==> src/rtl/mau_pkg.sv <==
// Shared encodings for the load/store unit: access sizes, FSM states and data width.
package mau_pkg;

    localparam int DATA_W = 32;

    localparam logic [1:0] SZ_WORD = 2'b00;
    localparam logic [1:0] SZ_HALF = 2'b01;
    localparam logic [1:0] SZ_BYTE = 2'b10;

    typedef enum logic [1:0] {
        IDLE = 2'b00,
        RD   = 2'b01,
        WR   = 2'b10,
        RESP = 2'b11
    } state_t;

endpackage

==> src/rtl/mau_lane_fmt.sv <==
// Combinational lane logic: extracts/extends a loaded lane and merges a store lane
// into the old RAM word.
module mau_lane_fmt
    import mau_pkg::*;
(
    input  logic [DATA_W-1:0] word,
    input  logic [DATA_W-1:0] new_data,
    input  logic [1:0]        size,
    input  logic [1:0]        offset,
    input  logic              is_unsigned,
    output logic [DATA_W-1:0] load_data,
    output logic [DATA_W-1:0] merged
);

    logic [7:0]  byte_lane;
    logic [15:0] half_lane;

    always_comb begin
        byte_lane = word[{offset, 3'b000} +: 8];
        half_lane = offset[1] ? word[31:16] : word[15:0];
        load_data = word;
        merged    = new_data;
        case (size)
            SZ_BYTE: begin
                load_data = is_unsigned ? {24'b0, byte_lane} : {{24{byte_lane[7]}}, byte_lane};
                merged    = word;
                merged[{offset, 3'b000} +: 8] = new_data[7:0];
            end
            SZ_HALF: begin
                load_data = is_unsigned ? {16'b0, half_lane} : {{16{half_lane[15]}}, half_lane};
                merged    = word;
                merged[{offset[1], 4'b0000} +: 16] = new_data[15:0];
            end
            default: begin
                load_data = word;
                merged    = new_data;
            end
        endcase
    end

endmodule

==> src/rtl/mem_access_unit.sv <==
// Load/store unit in front of a word-only RAM; sub-word stores use read-modify-write.
// Define MAU_MISALIGN_TRAP_EN to report misaligned/illegal requests instead of aligning down.
module mem_access_unit #(
    parameter int ADDR_W = 8,
    parameter int DATA_W = 32
) (
    input  logic              clk,
    input  logic              rst_n,
    input  logic              req_valid,
    output logic              req_ready,
    input  logic              req_we,
    input  logic [1:0]        req_size,
    input  logic              req_unsigned,
    input  logic [ADDR_W-1:0] req_addr,
    input  logic [DATA_W-1:0] req_wdata,
    output logic              resp_valid,
    output logic [DATA_W-1:0] resp_rdata,
    output logic              resp_err,
    output logic              ram_we,
    output logic [ADDR_W-3:0] ram_addr,
    output logic [DATA_W-1:0] ram_wdata,
    input  logic [DATA_W-1:0] ram_rdata
);

    import mau_pkg::*;

    state_t            state;
    logic              we_q;
    logic [1:0]        size_q;
    logic [1:0]        off_q;
    logic              uns_q;
    logic [DATA_W-1:0] wdata_q;

    logic              req_bad;
    logic [1:0]        eff_size;
    logic [1:0]        eff_off;
    logic [DATA_W-1:0] load_data;
    logic [DATA_W-1:0] merged;

    assign req_ready = (state == IDLE);
    assign ram_we    = (state == WR);

`ifdef MAU_MISALIGN_TRAP_EN
    always_comb begin
        req_bad  = (req_size == 2'b11) ||
                   ((req_size == SZ_WORD) && (req_addr[1:0] != 2'b00)) ||
                   ((req_size == SZ_HALF) && req_addr[0]);
        eff_size = req_size;
        eff_off  = req_addr[1:0];
    end
`else
    // Without trapping, illegal size acts as word and offsets are aligned down.
    always_comb begin
        req_bad  = 1'b0;
        eff_size = (req_size == 2'b11) ? SZ_WORD : req_size;
        case (eff_size)
            SZ_HALF: eff_off = {req_addr[1], 1'b0};
            SZ_BYTE: eff_off = req_addr[1:0];
            default: eff_off = 2'b00;
        endcase
    end
`endif

    mau_lane_fmt u_lane_fmt (
        .word        (ram_rdata),
        .new_data    (wdata_q),
        .size        (size_q),
        .offset      (off_q),
        .is_unsigned (uns_q),
        .load_data   (load_data),
        .merged      (merged)
    );

    always_ff @(posedge clk or negedge rst_n) begin
        if (!rst_n) begin
            state      <= IDLE;
            we_q       <= 1'b0;
            size_q     <= SZ_WORD;
            off_q      <= 2'b00;
            uns_q      <= 1'b0;
            wdata_q    <= '0;
            resp_valid <= 1'b0;
            resp_rdata <= '0;
            resp_err   <= 1'b0;
            ram_addr   <= '0;
            ram_wdata  <= '0;
        end else begin
            resp_valid <= 1'b0;
            resp_rdata <= '0;
            resp_err   <= 1'b0;
            case (state)
                IDLE: begin
                    if (req_valid) begin
                        we_q     <= req_we;
                        size_q   <= eff_size;
                        off_q    <= eff_off;
                        uns_q    <= req_unsigned;
                        wdata_q  <= req_wdata;
                        ram_addr <= req_addr[ADDR_W-1:2];
                        if (req_bad) begin
                            resp_valid <= 1'b1;
                            resp_err   <= 1'b1;
                            state      <= RESP;
                        end else if (req_we && (eff_size == SZ_WORD)) begin
                            ram_wdata <= req_wdata;
                            state     <= WR;
                        end else begin
                            state <= RD;
                        end
                    end
                end
                // A store here captures the merged old word; a load completes.
                RD: begin
                    if (we_q) begin
                        ram_wdata <= merged;
                        state     <= WR;
                    end else begin
                        resp_valid <= 1'b1;
                        resp_rdata <= load_data;
                        state      <= RESP;
                    end
                end
                WR: begin
                    resp_valid <= 1'b1;
                    state      <= RESP;
                end
                default: state <= IDLE;
            endcase
        end
    end

endmodule

==> config.mk <==
export PLATFORM = sky130hd
export DESIGN_NAME = mem_access_unit
export DESIGN_NICKNAME = d
export VERILOG_FILES = /design/src/rtl/mau_pkg.sv /design/src/rtl/mau_lane_fmt.sv /design/src/rtl/mem_access_unit.sv
export SDC_FILE = /design/constraint.sdc
export NUM_CORES = 1
export LEC_CHECK = 0
export ABC_AREA = 1
export BUFFER_PORTS_ARGS = -buffer_cell sky130_fd_sc_hd__buf_4
export CAP_MARGIN = 20
export CELL_PAD_IN_SITES_DETAIL_PLACEMENT = 1
export CELL_PAD_IN_SITES_GLOBAL_PLACEMENT = 1
export CORE_UTILIZATION = 34
export DETAILED_ROUTE_END_ITERATION = 8
export GPL_TIMING_DRIVEN = 0
export PLACE_DENSITY_LB_ADDON = 0.1
export RECOVER_POWER = 50
export SYNTH_ARGS = -nofsm -noshare
export SYNTH_HDL_FRONTEND = slang
export SYNTH_SLANG_ARGS = --single-unit
==> constraint.sdc <==
create_clock -name clk -period 1.96 [get_ports clk]
set_input_delay 0.196 -clock clk [delete_from_list [all_inputs] [get_ports clk]]
set_output_delay 0.196 -clock clk [all_outputs]
set_load 0.01 [all_outputs]
==> impl_metrics.json <==
{
  "netSwitchingFraction_pct": 50.3,
  "dp_slack_ns": -0.570,
  "clock_tree_from_tritoncts": "done",
  "cts_buffer_depth": 2,
  "wirelength_um": 23700,
  "placementRows": 50,
  "vias": 6791,
  "dr.pass1.iters": 5,
  "ir_worst_vdd_v": 0.000690,
  "hold_path_depth": 3,
  "via_per_inst": 5.03,
  "syn_area_per_cell_um2": 6.87,
  "edff_count_synth": 0,
  "comb_power_share_pct": 58.9,
  "vias_in_the_first_global_route": 6761,
  "drive_above_1_share_pct": 14.9,
  "synth-seq-area-share_pct": 42.9,
  "post-route-cell-area_um2": 8140,
  "ys_warn_count": 0,
  "timing.fmax_mhz": 527,
  "result_of_the_run": "complete, no violations",
  "switchingPower_mw": 7.19,
  "synth.cells.most_frequent": "nand2_1 (208), nor2_1 (198), o21ai_0 (117)",
  "drt-wirelength-per-cell_um": 17.6,
  "worstSetupPathType": "flop to flop",
  "worst_slack_ns": 0.0618,
  "area_share_of_the_largest_cell_type_after_synthesis_pct": 42.9,
  "worstPathArrival_ns": 2.16,
  "endpoint_kind": "flop",
  "finish.net_count": 1203,
  "worstRegToRegCells": 9,
  "hold-worst-slack_ns": 0.0218,
  "synth_nets": 1035,
  "global_route.usage.total_pct": 25.2,
  "gp_congestion": 0.948,
  "antenna_found_initial": 0,
  "pin_count_of_the_biggest_net_entering_global_routing": 67,
  "setup_violators_final": 0,
  "report.final.slew_viol_count": 0,
  "min-delay-start": "req_addr[3]",
  "share_clk_of_total_power_pct": 13.9,
  "timing.hold.worst.class": "input port to flop",
  "finClkSkew_ns": 0.0137,
  "ys_ff_latch": 111,
  "worstSetupStartpointType": "flop",
  "initialDrtViolationCount": 499,
  "critPathSlowestCell": "dfrtp_1",
  "global_route_wire_length_before_repair_um": 37600,
  "final.period_utilization_pct": 96.8,
  "leakagePower_nw": 3.99,
  "die-height_um": 140,
  "intPower_mw": 7.11,
  "final_hold_viol_count": 0,
  "netlist.top_cell.by_area": "dfrtp_1",
  "postPlaceCellArea_um2": 7930,
  "async_reset_ff_share_pct": 100,
  "most_frequently_used_cell_type_in_the_post_synthesis_netlist": "nand2_1",
  "drt_drc_violations_left": 0,
  "gr-total-overflow": 0,
  "flow.area_growth_from_synthesis_pct": 25.7,
  "diodes": 0,
  "initial_core_util_pct": 34.6,
  "relative_contribution_of_sequential_cells_to_total_power_pct": 27.3,
  "die_width_um": 140,
  "power-per-cell-area_nw_per_um2": 1760,
  "tightest_slew_ns": 1.25,
  "relSlewSlack_pct": 16.8,
  "mappedNetlistArea_um2": 6470,
  "setup_tns_ns": 0,
  "path_clk_slew_ns": 0.08,
  "crit_chain": "inv_1 > ha_2 > inv_4 > clkbuf_2 > o21ai_0 > nor2_1 > nand2_1 > nand2_1 > a21oi_1",
  "timing.critical_path.fanout_max": 10,
  "cts.htree.levels": 3,
  "post-route-min-period_ns": 1.90,
  "numClockSinks": 111,
  "reg2reg_from": "size_q[0]",
  "regToRegSetupSlack_ns": 0.06,
  "clockRootBuffer": "clkbuf_16",
  "critPathLaunch": "size_q[0]",
  "core_area_um2": 18700,
  "grt_setup_unrepaired": "yes",
  "dp.final_hpwl_um": 18500,
  "die_area_um2": 19600,
  "synth_flop_cell": "dfrtp_1",
  "numCtsBuffers": 9,
  "total_power_mw": 14.3,
  "crit_path_max_incr_delay_ns": 0.39,
  "pin_count": 153,
  "netlist-cell-type-count": 29,
  "synthCells": 942,
  "required_ns": 2.22,
  "drv_cap": 0,
  "clk-insertion-delay-late_ns": 0.37,
  "io_buffers": 151,
  "path_common_cell": "nand2_1",
  "synth.area.top_cells": "dfrtp_1 (43%), nand2_1 (12%), nor2_1 (11%)",
  "fillCellCount": 2476,
  "postRouteAntennaNets": 0
}
-- routing by layer --
metal,GRT usage (%),vias up,wire length (um)
li1,-,3310,-
met1,34.2,3300,11200
met2,41.6,152,11200
met3,3.15,29,815
met4,8.10,0,481
met5,0,-,0
-- worst paths after layout --
check	to
max	ram_wdata[16]
min	ram_addr[1]
max reg2reg	ram_wdata[16]
min reg2reg	ram_wdata[5]
max in group asynchronous	wdata_q[12]
min in group asynchronous	resp_rdata[5]
-- power groups by stage --
stage               clock [mW]  combinational (mW)  sequential, mW
global placement             0                8.26            3.93
detailed placement           0                8.46            3.95
floorplan                    0                4.95            4.13
CTS                       2.01                8.79            3.92
global route              2.09                9.44            4.02
finish                    1.98                8.42            3.90
-- sequential cells by signal, indices dropped and copies added, names as in the netlist --
name	count
ram_addr	6
resp_valid	1
uns_q	1
resp_rdata	32
we_q	1
wdata_q	32
off_q	2
size_q	2
state	2
ram_wdata	32
-- kinds of logic after synthesis --
logic type	after synthesis	synth area share [%]
and+or+nand+nor	469	28.8
buffers and inverters	147	9.53
adders and majority gates	14	2.71
DFF	111	42.9
other	1	0.0579
AOI/OAI and AO/OA	200	16.0
-- layout make-up --
class | instances | area [um^2] | area share, %
repair buffers | 159 | 947 | 11.6
inverters | 96 | 383 | 4.70
multi-input cells | 684 | 3150 | 38.7
clock inverters | 6 | 76.3 | 0.938
plain buffers | 49 | 285 | 3.50
well taps | 234 | 293 | 3.60
flip-flops and latches | 111 | 2780 | 34.2
clock buffers | 10 | 229 | 2.81
-- worst max-delay path: cells and delay by family, from the launching register on --
kind            cells  cell delay (ns)
simple gates        3             0.39
fa+ha+maj           1             0.34
flops               1             0.39
buf+inv             3             0.49
compound gates      2             0.19
-- repair_timing --
action	4_1_cts	5_1_grt
setup endpoints to repair	90	89
pin swaps	1	1
hold endpoints to repair	45	0
buffers inserted	3	3
gates resized for setup	29	36
hold buffers	1	0
-- metrics by stage --
| stage | cells | utilization, % |
|---|---|---|
| after floorplan | 942 | - |
| after global routing | 1349 | 43.5 |
| after CTS | 1346 | 44.6 |
| final | 1349 | 43.5 |
| after global placement | 1327 | 42.2 |
| after detailed placement | 1328 | 42.4 |
-- cells in the final DEF, fill, tap and decap left out, types with 2 or more instances in the layout --
master,netlist,layout
clkinvlp_4,0,2
nand2_1,208,206
buf_2,13,10
dfrtp_2,0,2
o21a_1,7,7
a21oi_1,72,71
clkbuf_4,0,2
inv_8,0,3
o21ai_1,1,3
clkbuf_16,0,9
buf_6,4,6
buf_4,3,90
nand3_1,31,30
inv_4,3,4
clkbuf_1,29,83
inv_1,90,86
o21ai_0,117,114
nand2_2,2,2
ha_1,14,11
inv_2,2,4
ha_2,0,2
nor2_1,198,198
dfrtp_1,111,109
nor3_1,25,25
clkbuf_2,0,15
No activity file was read; power rests on OpenSTA's default activity.
